$ cat config.mk
export PLATFORM = sky130hd
export DESIGN_NAME = xgmii_fault_rs_flat
export DESIGN_NICKNAME = d
export VERILOG_FILES = /design/src/rtl/xgmii_rs_pkg.sv /design/src/rtl/xgmii_fault_rs_if.sv /design/src/rtl/xgmii_seq_decode.sv /design/src/rtl/xgmii_fault_rs.sv /design/src/flat_wrapper.sv
export SDC_FILE = /design/constraint.sdc
export NUM_CORES = 1
export LEC_CHECK = 0
export BUFFER_PORTS_ARGS = -buffer_cell sky130_fd_sc_hd__buf_2
export CORE_MARGIN = 5
export CORE_UTILIZATION = 46
export CTS_BUF_LIST = sky130_fd_sc_hd__clkbuf_4 sky130_fd_sc_hd__clkbuf_8
export CTS_CLUSTER_SIZE = 24
export DETAILED_ROUTE_END_ITERATION = 6
export MAX_ROUTING_LAYER = met4
export PLACE_DENSITY = 0.83
export SLEW_MARGIN = 20
export SYNTH_ARGS = -nofsm -noshare
export SYNTH_HDL_FRONTEND = slang
export SYNTH_SLANG_ARGS = --single-unit
$ cat constraint.sdc
create_clock -name clk156 -period 3.5 [get_ports clk156]
set_input_delay 0.525 -clock clk156 [delete_from_list [all_inputs] [get_ports clk156]]
set_output_delay 0.525 -clock clk156 [all_outputs]
set_load 0.01 [all_outputs]
$ cat src/rtl/xgmii_rs_pkg.sv
// Shared encodings for the XGMII reconciliation-sublayer link-fault slice:
// link-fault codes, XGMII control characters, fault codes and FSM states.
package xgmii_rs_pkg;

  localparam logic [1:0] LF_OK     = 2'b00;
  localparam logic [1:0] LF_LOCAL  = 2'b01;
  localparam logic [1:0] LF_REMOTE = 2'b10;

  localparam logic [7:0] XGMII_IDLE = 8'h07;
  localparam logic [7:0] XGMII_SEQ  = 8'h9C;
  localparam logic [7:0] SEQ_LOCAL  = 8'h01;
  localparam logic [7:0] SEQ_REMOTE = 8'h02;

  // Full-width transmit patterns; lane 0 sits in the least significant byte.
  localparam logic [63:0] TX_IDLE_D = {8{XGMII_IDLE}};
  localparam logic [63:0] TX_RF_D   = {2{SEQ_REMOTE, 8'h00, 8'h00, XGMII_SEQ}};
  localparam logic [7:0]  TX_IDLE_C = 8'hFF;
  localparam logic [7:0]  TX_RF_C   = 8'h11;

  typedef enum logic [1:0] {
    ST_INIT,
    ST_COUNT,
    ST_FAULT
  } rs_state_e;

endpackage

$ cat src/rtl/xgmii_fault_rs_if.sv
// Bus bundle for xgmii_fault_rs. Optional fault counters exist only when
// XGMII_FAULT_CNT_EN is defined.
interface xgmii_fault_rs_if;
  import xgmii_rs_pkg::*;

  // Streaming XGMII: no valid/ready, every signal is meaningful on every
  // clk156 edge; outputs are registered and present a new word each cycle.
  logic [63:0] rx_xgmii_d;
  logic [7:0]  rx_xgmii_c;
  logic [63:0] mac_txd;
  logic [7:0]  mac_txc;
  logic        pcs_lock;
  logic [63:0] xgmii_txd;
  logic [7:0]  xgmii_txc;
  logic [1:0]  link_fault;
  logic        link_up;
  rs_state_e   fsm_dbg;
`ifdef XGMII_FAULT_CNT_EN
  logic [15:0] local_fault_cnt;
  logic [15:0] remote_fault_cnt;
`endif

  modport master (
    output rx_xgmii_d, rx_xgmii_c, mac_txd, mac_txc, pcs_lock,
    input  xgmii_txd, xgmii_txc, link_fault, link_up, fsm_dbg
`ifdef XGMII_FAULT_CNT_EN
    , input local_fault_cnt, remote_fault_cnt
`endif
  );

  modport slave (
    input  rx_xgmii_d, rx_xgmii_c, mac_txd, mac_txc, pcs_lock,
    output xgmii_txd, xgmii_txc, link_fault, link_up, fsm_dbg
`ifdef XGMII_FAULT_CNT_EN
    , output local_fault_cnt, remote_fault_cnt
`endif
  );

endinterface

$ cat src/rtl/xgmii_seq_decode.sv
// Decodes one 32-bit XGMII column into {is_seq, seq_type} for the
// local/remote fault ordered sets.
module xgmii_seq_decode
  import xgmii_rs_pkg::*;
(
  input  logic [31:0] col_d,
  input  logic [3:0]  col_c,
  output logic        is_seq,
  output logic [1:0]  seq_type
);

  logic [7:0] code;
  logic       frame_ok;

  always_comb begin
    code     = col_d[31:24];
    // Only lane 0 may be a control character; lanes 1-2 must be zero data.
    frame_ok = (col_c == 4'b0001) && (col_d[7:0] == XGMII_SEQ) &&
               (col_d[23:8] == 16'h0000);
    is_seq   = frame_ok && ((code == SEQ_LOCAL) || (code == SEQ_REMOTE));
    seq_type = LF_OK;
    if (is_seq) begin
      seq_type = (code == SEQ_LOCAL) ? LF_LOCAL : LF_REMOTE;
    end
  end

endmodule

$ cat src/rtl/xgmii_fault_rs.sv
// Link-fault reconciliation sublayer: detects RX fault ordered sets, reports
// link_fault/link_up and overrides TX. XGMII_FAULT_CNT_EN adds fault counters.
module xgmii_fault_rs
  import xgmii_rs_pkg::*;
#(
  parameter int C_COL_WINDOW = 128,
  parameter int C_SEQ_THRESH = 4
) (
  input  logic             clk156,
  input  logic             reset,
  xgmii_fault_rs_if.slave  bus
);

  localparam logic [7:0] WIN = 8'(C_COL_WINDOW);
  localparam logic [3:0] TH  = 4'(C_SEQ_THRESH);

  logic       seq0, seq1;
  logic [1:0] type0, type1;

  xgmii_seq_decode u_dec0 (
    .col_d    (bus.rx_xgmii_d[31:0]),
    .col_c    (bus.rx_xgmii_c[3:0]),
    .is_seq   (seq0),
    .seq_type (type0)
  );

  xgmii_seq_decode u_dec1 (
    .col_d    (bus.rx_xgmii_d[63:32]),
    .col_c    (bus.rx_xgmii_c[7:4]),
    .is_seq   (seq1),
    .seq_type (type1)
  );

  rs_state_e   fsm_cs;
  logic [1:0]  seq_type;
  logic [3:0]  seq_cnt;
  logic [7:0]  col_cnt;
  logic [1:0]  link_fault;
  logic        link_up;
  logic [63:0] txd_q;
  logic [7:0]  txc_q;

  logic [1:0] t_nxt;
  logic [3:0] c_nxt;
  logic [7:0] col_nxt;
  logic       any_seq, win_hit, thr_hit, new_fault;

  // Column 0 is older than column 1, so it is folded into the run first.
  always_comb begin
    t_nxt = seq_type;
    c_nxt = seq_cnt;
    if (seq0) begin
      if (type0 == t_nxt) c_nxt = (c_nxt >= TH) ? TH : c_nxt + 4'd1;
      else begin
        t_nxt = type0;
        c_nxt = 4'd1;
      end
    end
    if (seq1) begin
      if (type1 == t_nxt) c_nxt = (c_nxt >= TH) ? TH : c_nxt + 4'd1;
      else begin
        t_nxt = type1;
        c_nxt = 4'd1;
      end
    end
    if (seq1)                 col_nxt = 8'd0;
    else if (seq0)            col_nxt = 8'd1;
    else if (col_cnt > 8'd253) col_nxt = 8'd255;
    else                      col_nxt = col_cnt + 8'd2;
    any_seq   = seq0 | seq1;
    win_hit   = (col_nxt >= WIN);
    thr_hit   = (c_nxt >= TH);
    new_fault = thr_hit && !win_hit && (t_nxt != link_fault);
  end

  always_ff @(posedge clk156 or posedge reset) begin
    if (reset) begin
      fsm_cs     <= ST_INIT;
      seq_type   <= LF_OK;
      seq_cnt    <= 4'd0;
      col_cnt    <= 8'd0;
      link_fault <= LF_OK;
      link_up    <= 1'b0;
      txd_q      <= TX_IDLE_D;
      txc_q      <= TX_IDLE_C;
    end else begin
      col_cnt <= col_nxt;
      link_up <= bus.pcs_lock && (link_fault == LF_OK);
      // Override follows the registered status, so it lags a change by one cycle.
      case (link_fault)
        LF_LOCAL: begin
          txd_q <= TX_RF_D;
          txc_q <= TX_RF_C;
        end
        LF_REMOTE: begin
          txd_q <= TX_IDLE_D;
          txc_q <= TX_IDLE_C;
        end
        default: begin
          txd_q <= bus.mac_txd;
          txc_q <= bus.mac_txc;
        end
      endcase
      case (fsm_cs)
        ST_INIT: begin
          if (any_seq) begin
            seq_type <= t_nxt;
            seq_cnt  <= c_nxt;
            if (thr_hit) begin
              fsm_cs     <= ST_FAULT;
              link_fault <= t_nxt;
            end else begin
              fsm_cs <= ST_COUNT;
            end
          end
        end
        ST_COUNT: begin
          if (thr_hit) begin
            fsm_cs     <= ST_FAULT;
            link_fault <= t_nxt;
            seq_type   <= t_nxt;
            seq_cnt    <= c_nxt;
          end else if (win_hit) begin
            fsm_cs   <= ST_INIT;
            seq_type <= LF_OK;
            seq_cnt  <= 4'd0;
          end else begin
            seq_type <= t_nxt;
            seq_cnt  <= c_nxt;
          end
        end
        ST_FAULT: begin
          if (win_hit) begin
            fsm_cs     <= ST_INIT;
            link_fault <= LF_OK;
            seq_type   <= LF_OK;
            seq_cnt    <= 4'd0;
          end else begin
            seq_type <= t_nxt;
            seq_cnt  <= c_nxt;
            if (thr_hit) link_fault <= t_nxt;
          end
        end
        default: fsm_cs <= ST_INIT;
      endcase
    end
  end

  assign bus.xgmii_txd  = txd_q;
  assign bus.xgmii_txc  = txc_q;
  assign bus.link_fault = link_fault;
  assign bus.link_up    = link_up;
  assign bus.fsm_dbg    = fsm_cs;

`ifdef XGMII_FAULT_CNT_EN
  logic [15:0] local_cnt, remote_cnt;

  always_ff @(posedge clk156 or posedge reset) begin
    if (reset) begin
      local_cnt  <= 16'd0;
      remote_cnt <= 16'd0;
    end else if (new_fault) begin
      if (t_nxt == LF_LOCAL && local_cnt != 16'hFFFF)   local_cnt  <= local_cnt + 16'd1;
      if (t_nxt == LF_REMOTE && remote_cnt != 16'hFFFF) remote_cnt <= remote_cnt + 16'd1;
    end
  end

  assign bus.local_fault_cnt  = local_cnt;
  assign bus.remote_fault_cnt = remote_cnt;
`endif

endmodule

$ cat src/flat_wrapper.sv
// flat-port wrapper written by rule: the top's interface ports become plain ports
module xgmii_fault_rs_flat import xgmii_rs_pkg::*;
#(
  parameter int C_COL_WINDOW = 128,
  parameter int C_SEQ_THRESH = 4
)
  (clk156, reset, bus_rx_xgmii_d, bus_rx_xgmii_c, bus_mac_txd, bus_mac_txc, bus_pcs_lock, bus_xgmii_txd, bus_xgmii_txc, bus_link_fault, bus_link_up, bus_fsm_dbg);
  xgmii_fault_rs_if bus_i ();
  input  logic clk156;
  input  logic reset;
  input wire logic [$bits(bus_i.rx_xgmii_d)-1:0] bus_rx_xgmii_d;
  input wire logic [$bits(bus_i.rx_xgmii_c)-1:0] bus_rx_xgmii_c;
  input wire logic [$bits(bus_i.mac_txd)-1:0] bus_mac_txd;
  input wire logic [$bits(bus_i.mac_txc)-1:0] bus_mac_txc;
  input wire logic [$bits(bus_i.pcs_lock)-1:0] bus_pcs_lock;
  output wire logic [$bits(bus_i.xgmii_txd)-1:0] bus_xgmii_txd;
  output wire logic [$bits(bus_i.xgmii_txc)-1:0] bus_xgmii_txc;
  output wire logic [$bits(bus_i.link_fault)-1:0] bus_link_fault;
  output wire logic [$bits(bus_i.link_up)-1:0] bus_link_up;
  output wire logic [$bits(bus_i.fsm_dbg)-1:0] bus_fsm_dbg;
  assign bus_i.rx_xgmii_d = bus_rx_xgmii_d;
  assign bus_i.rx_xgmii_c = bus_rx_xgmii_c;
  assign bus_i.mac_txd = bus_mac_txd;
  assign bus_i.mac_txc = bus_mac_txc;
  assign bus_i.pcs_lock = bus_pcs_lock;
  assign bus_xgmii_txd = bus_i.xgmii_txd;
  assign bus_xgmii_txc = bus_i.xgmii_txc;
  assign bus_link_fault = bus_i.link_fault;
  assign bus_link_up = bus_i.link_up;
  assign bus_fsm_dbg = bus_i.fsm_dbg;
  xgmii_fault_rs #(.C_COL_WINDOW(C_COL_WINDOW), .C_SEQ_THRESH(C_SEQ_THRESH)) u_core (.clk156(clk156), .reset(reset), .bus(bus_i));
endmodule
==> results.sh, run 1 <==
export IMPL_fin_area_sq_um=5379
export IMPL_fin_tns_setup_ns=0
export IMPL_drv_slew=0
export IMPL_finalHoldViolations=0
export IMPL_irDropWorstVdd_mv=0.1766
export IMPL_gp_congestion=0.9144
export IMPL_grt_start_max_net_pins=44
export IMPL_ant_nets=0
export IMPL_rsz0062_at_grt="no"
export IMPL_finalCritPeriodShare_pct=78.59
export IMPL_yosysWarnings=0
export IMPL_ys_ff_latch=90
export IMPL_ios=224
export IMPL_syn_area_per_cell_sq_um=10.86
export IMPL_arrival_ns=2.99
export IMPL_fillers=679
export IMPL_clk_path_buf_depth=2
export IMPL_seq_area_frac_synth_pct=57.66
export IMPL_start_util_pct=46.49
export IMPL_period_minus_slack_ns=2.750
export IMPL_max_slew_worst_pin_slew_ns=0.6496
export IMPL_antenna_found_initial=1
export IMPL_synth_flop_cell="dfrtp_1"
export IMPL_hpwl_um=8465
export IMPL_leakage_nw=2.727
export IMPL_cp_required_ns=3.74
export IMPL_synth_edff_count=0
export IMPL_setup_viol=0
export IMPL_outcome="finished, final reports clean"
export IMPL_vias=3484
export IMPL_total_power_mw=1.999
export IMPL_drt_iter0_drc=169
export IMPL_hold_buffers=0
export IMPL_drc=0
export IMPL_slew_headroom_pct=56.59
export IMPL_path_max_fanout=4
export IMPL_area_growth_pct=35.32
export IMPL_cts_tree="done"
export IMPL_grt_pass1_vias=3440
export IMPL_num_rows=34
export IMPL_power_density_nw_per_um2=371.6
export IMPL_fp_coreArea_sq_um=8551
export IMPL_cts_resized_gates=0
export IMPL_dieHeight_um=103.0
export IMPL_async_flop_share_pct=100.0
export IMPL_overflow=0
export IMPL_clk_latency_ns=0.34
export IMPL_cp_end_kind="register"
export IMPL_ctsHtreeMaxLevel=3
export IMPL_die_area_sq_um=10600
export IMPL_port_buffers=223
export IMPL_pre_cts_ws_ns=0.5656
export IMPL_viasPerCell=4.949
export IMPL_placed_cell_area_sq_um=5194
export IMPL_max_freq_mhz=363.6
export IMPL_hold_ws_ns=0.2113
export IMPL_drive_gt1_share_pct=49.92
export IMPL_syn_inst=366
export IMPL_hp_class="input pin to asynchronous set/reset pin"
export IMPL_cts_sinks=90
export IMPL_fin_skew_ns=0.01172
export IMPL_clk_pin_slew_ns=0.09
export IMPL_fin_nets=747
export IMPL_synth_fp_nets=523
export IMPL_first_pass_iters=4
export IMPL_numCtsBuffers=9
export IMPL_fin_ws_ns=0.7495
export IMPL_die_w_um=103.0
export IMPL_critPathKind="register to register"
export IMPL_synth_area_sq_um=3975
export IMPL_routed_wl_um=10420
export IMPL_startpoint_type="register"
export IMPL_root_buffer="clkbuf_8"
export IMPL_cts_setup_buffers=0
export IMPL_ys_types=50
export IMPL_drv_cap=0
export IMPL_wire_per_inst_um=14.80
export IMPL_grt_pass1_wl_um=15840
export IMPL_groute_usage_overall_pct=19.58
==> metal layers <==
layer / wire length [um] / share of wire (%) / track usage (%) / up-vias
li1: - / - / - / 1691
met1: 3953 / 38 / 22.79 / 1605
met2: 5215 / 50 / 33.74 / 175
met3: 1065 / 10 / 4.398 / 13
met4: 184 / 1.8 / 5.976 / 0
met5: 0 / 0 / - / -
==> cell type report <==
class / count / area (sq um) / area share, %
Inverter: 43 / 162.7 / 3.024
Multi-Input combinational cell: 217 / 1443 / 26.82
Timing Repair Buffer: 229 / 1161 / 21.59
Tap cell: 108 / 135.1 / 2.512
Clock buffer: 11 / 145.1 / 2.698
Antenna cell: 1 / 2.502 / 0.04652
Clock inverter: 5 / 37.54 / 0.6978
Sequential cell: 90 / 2292 / 42.61
==> cell families after synthesis <==
group | after synthesis | share of synthesized area [%]
AOI/OAI and AO/OA | 74 | 11.93
xor gates and xnor gates | 5 | 1.102
adders and majority gates | 10 | 3.148
buffers and inverters | 59 | 6.106
DFF | 90 | 57.66
muxes | 6 | 1.511
and+or+nand+nor | 122 | 18.54
==> report_power, final <==
| group | switching [mW] | total (mW) | internal [mW] |
|---|---|---|---|
| Combinational | 0.121 | 0.246 | 0.125 |
| Sequential | 0.0137 | 1.12 | 1.10 |
| Clock | 0.350 | 0.638 | 0.288 |
| Total | 0.485 | 2.00 | 1.51 |
==> synthesized netlist by cell type, types with 2 or more instances <==
cell,count,share of area (%)
nand2_1,16,1.5
nor4_1,13,2.0
o31ai_1,3,0.57
nor2_1,12,1.1
nor2b_1,36,5.7
a41o_1,2,0.50
or4_1,3,0.57
o21ai_0,42,5.3
clkbuf_1,11,1.0
nand3b_1,2,0.38
and2_1,3,0.47
nand4_1,5,0.79
buf_6,2,0.57
nor4b_1,2,0.44
buf_2,2,0.25
xnor2_1,4,0.88
and4bb_2,3,0.94
a211oi_1,3,0.57
dfstp_2,32,21
a22o_1,5,1.1
ha_1,10,3.1
o2bb2ai_1,2,0.44
and3_1,6,0.94
a21oi_1,7,0.88
mux2i_1,6,1.5
nand3_1,3,0.38
dfrtp_1,58,37
nor3_1,2,0.25
inv_1,43,4.1
or2_2,8,1.3
==> critical path, stage by stage, from the launching register on <==
cell and delay (ns):
dfrtp_1 0.42, ha_1 0.23, and3_1 0.21, and3_1 0.20
mux2i_1 0.14, or3_2 0.52, a211oi_1 0.56, o21ai_0 0.18
and2_1 0.18
==> cell usage in the layout, fill, tap and decap left out, drive strengths merged, types with 4 or more instances in the layout <==
master  Yosys  layout
buf         5     229
ha         10      10
dfstp      32      32
nor4       13      13
mux2i       6       6
a22o        5       5
and3        7       7
or2         9       9
a211oi      4       4
o21ai      42      42
nand2      16      16
nand4       5       5
nor2       12      12
or4         4       4
xnor2       4       4
clkbuf     11      11
a21oi       7       7
nor2b      36      36
dfrtp      58      58
inv        43      43
==> per-stage QoR <==
step                util (%)  instances
global route           62.91        704
finish                 62.91        704
CTS                    62.88        703
detailed placement     60.74        687
global placement       60.74        687
floorplan                  -        366
==> registers in the layout, summed over array words and instances (netlist names) <==
signal and flops:
u_core.bus.fsm_dbg 2, u_core.bus.link_fault 2, u_core.bus.link_up 1, u_core.bus.xgmii_txc 8, u_core.bus.xgmii_txd 64, u_core.col_cnt 7, u_core.seq_cnt 4, u_core.seq_type 2
==> worst paths after layout <==
check,start,end,slack (ns),depth (start not counted)
setup / recovery,u_core.col_cnt[1],u_core.seq_cnt[3],0.75,8
hold / removal,reset,u_core.bus.xgmii_txd[22],0.21,2
setup reg to reg,u_core.col_cnt[1],u_core.seq_cnt[3],0.75,8
hold reg to reg,u_core.col_cnt[1],u_core.col_cnt[1],0.52,1
max in group asynchronous,reset,u_core.bus.xgmii_txd[10],2.44,3
min in group clk156,bus_mac_txc[0],u_core.bus.xgmii_txc[0],0.36,2
No activity file was read; power rests on OpenSTA's default activity.
==> inputs of run 2 (changes only) <==
CORE_UTILIZATION = 41   (was 46)
PLACE_DENSITY = 0.78   (was 0.83)
clock period = 2.3 ns   (was 3.5 ns; I/O delays follow)
==> run 2 against run 1 <==
Effect of this change: setup slack got worse by 0.70 ns; clock-buffer cell count fell by 1; die area rose by 11%; first-iteration DRC count fell by 21%; power rose by 58%; hold slack got worse by 0.18 ns; final area rose by 7.3%; core utilization fell by 2.8 points.
==> results.sh, run 2 (synthesis results as in run 1) <==
export IMPL_outcome="finished, final reports clean"
export IMPL_drv_slew=0
export IMPL_cp_slowest_cell="or4_4"
export IMPL_drt_iter0_drc=134
export IMPL_layout_commonest_cell="buf_2"
export IMPL_gp_congestion=0.9383
export IMPL_crit_start="bus_rx_xgmii_d[12]"
export IMPL_overflow=0
export IMPL_wl_met2_um=5360
export IMPL_antennaDiodeCount=0
export IMPL_reg2reg_to="u_core.seq_type[0]"
export IMPL_path_max_fanout=10
export IMPL_path_buf_inv=2
export IMPL_irDropWorstVdd_mv=0.2464
export IMPL_max_freq_mhz=444.4
export IMPL_drc=0
export IMPL_cts_tree="done"
export IMPL_crit_chain="buf_2 -> nor4_2 -> nand3_1 -> or4_4 -> and3_4 -> or2_0 -> buf_4 -> a211oi_4 -> a22o_1"
export IMPL_port_buffers=223
export IMPL_leakage_nw=2.906
export IMPL_top_layer_used="met4"
export IMPL_grt_pass1_wl_um=16720
export IMPL_placed_cell_area_sq_um=5478
export IMPL_hp_class="input pin to asynchronous set/reset pin"
export IMPL_path_depth=9
export IMPL_start_util_pct=41.43
export IMPL_max_slew_worst_pin_slew_ns=0.6681
export IMPL_slowest_delay_ns=0.56
export IMPL_hold_buffers=0
export IMPL_die_area_sq_um=11760
export IMPL_fin_nets=779
export IMPL_ios=224
export IMPL_power_density_nw_per_um2=547.2
export IMPL_clk_path_buf_depth=2
export IMPL_viasPerCell=4.795
export IMPL_rrSetupSlack_ns=0.06
export IMPL_post_route_util_pct=60.15
export IMPL_num_rows=36
export IMPL_final_cell_mix="buf_2 (223), dfrtp_1 (58), inv_1 (41)"
export IMPL_instances_no_fill=760
export IMPL_r2r_start="u_core.col_cnt[1]"
export IMPL_ant_nets=0
export IMPL_clk_pin_slew_ns=0.09
export IMPL_first_pass_iters=4
export IMPL_arrival_ns=2.53
export IMPL_root_buffer="clkbuf_8"
export IMPL_ctsHtreeMaxLevel=3
export IMPL_hpwl_um=8784
export IMPL_hold_ws_ns=0.03103
export IMPL_numCtsBuffers=9
export IMPL_dp_cells=742
export IMPL_wire_per_inst_um=14.26
export IMPL_drive_gt1_share_pct=55.18
export IMPL_cp_end_kind="register"
export IMPL_cts_sinks=90
export IMPL_slew_headroom_pct=55.35
export IMPL_fp_coreArea_sq_um=9594
export IMPL_critPathKind="input pin to register"
export IMPL_antenna_found_initial=0
export IMPL_grt_pass1_vias=3611
export IMPL_cp_required_ns=2.58
export IMPL_critPathCapture="u_core.seq_cnt[0]"
export IMPL_die_w_um=108.5
export IMPL_r2r_cells=8
export IMPL_finalCritPeriodShare_pct=97.83
export IMPL_crit_family="simple AND/OR/NAND/NOR gates"
export IMPL_largest_reg_flops=64
export IMPL_setup_viol=0
export IMPL_groute_usage_overall_pct=18.57
export IMPL_fin_area_sq_um=5771
export IMPL_finalHoldViolations=0
export IMPL_dieHeight_um=108.5
export IMPL_m1WireLength_um=4388
export IMPL_period_minus_slack_ns=2.250
export IMPL_fin_skew_ns=0.008447
export IMPL_startpoint_type="input pin"
export IMPL_vias=3644
export IMPL_routed_wl_um=10840
export IMPL_clk_latency_ns=0.35
export IMPL_area_growth_pct=45.17
export IMPL_drv_cap=0
export IMPL_grt_start_max_net_pins=68
export IMPL_dr_wl_met3_um=984
-- run 2: cell types whose count changed in the layout (fill, tap and decap cells not counted), sizes merged --
cell,previous run,this run
buf,229,261
diode,1,0
clkbuf,11,10
bufinv,0,1
-- run 2: metrics by stage --
step,setup WS (ns),setup TNS (ns),total power [mW]
CTS,0.004617,0,3.192
finish,0.04998,0,3.158
floorplan,-0.08936,-0.4421,1.882
global route,-0.01693,-0.05323,3.321
detailed placement,-0.3853,-3.429,2.118
global placement,-0.2091,-1.800,2.103
-- run 2: cell type report --
type	instances	area (sq um)
fill	812	3824
sequential	90	2292
multi-input combinational	217	1530
timing repair buffer	261	1414
tap	133	166.4
inverter	43	165.2
clock buffer	10	137.6
clock inverter	6	65.06
-- run 2: report_power, final --
part | internal (mW) | switching (mW) | total (mW)
clock network | 0.534 | 0.536 | 1.07
registers | 1.68 | 0.0210 | 1.70
logic | 0.201 | 0.190 | 0.391
total | 2.41 | 0.747 | 3.16
-- run 2: worst min path at each step --
stage	end	slack, ns	cells past startpoint	start
6_report	u_core.bus.xgmii_txd[61]	0.03	2	reset
5_1_grt	u_core.bus.xgmii_txd[61]	0.04	2	reset
4_1_cts	u_core.bus.xgmii_txd[30]	0.03	2	reset
3_5_place_dp	u_core.bus.xgmii_txd[38]	0.42	2	reset
3_3_place_gp	u_core.bus.xgmii_txd[61]	0.40	2	reset
2_1_floorplan	u_core.bus.xgmii_txc[1]	0.44	2	bus_mac_txc[1]
-- run 2: what timing repair did --
action	4_1_cts	5_1_grt
resized for setup	3	18
endpoints found under the setup margin	9	10
setup buffers	1	1
pin swaps	2	6
gates cloned	0	0
-- run 2: layer usage --
metal | GRT usage (%) | vias to the layer above
met3 | 4.597 | 10
met2 | 31.02 | 175
met1 | 22.48 | 1707
met5 | - | -
li1 | - | 1752
met4 | 5.050 | 0
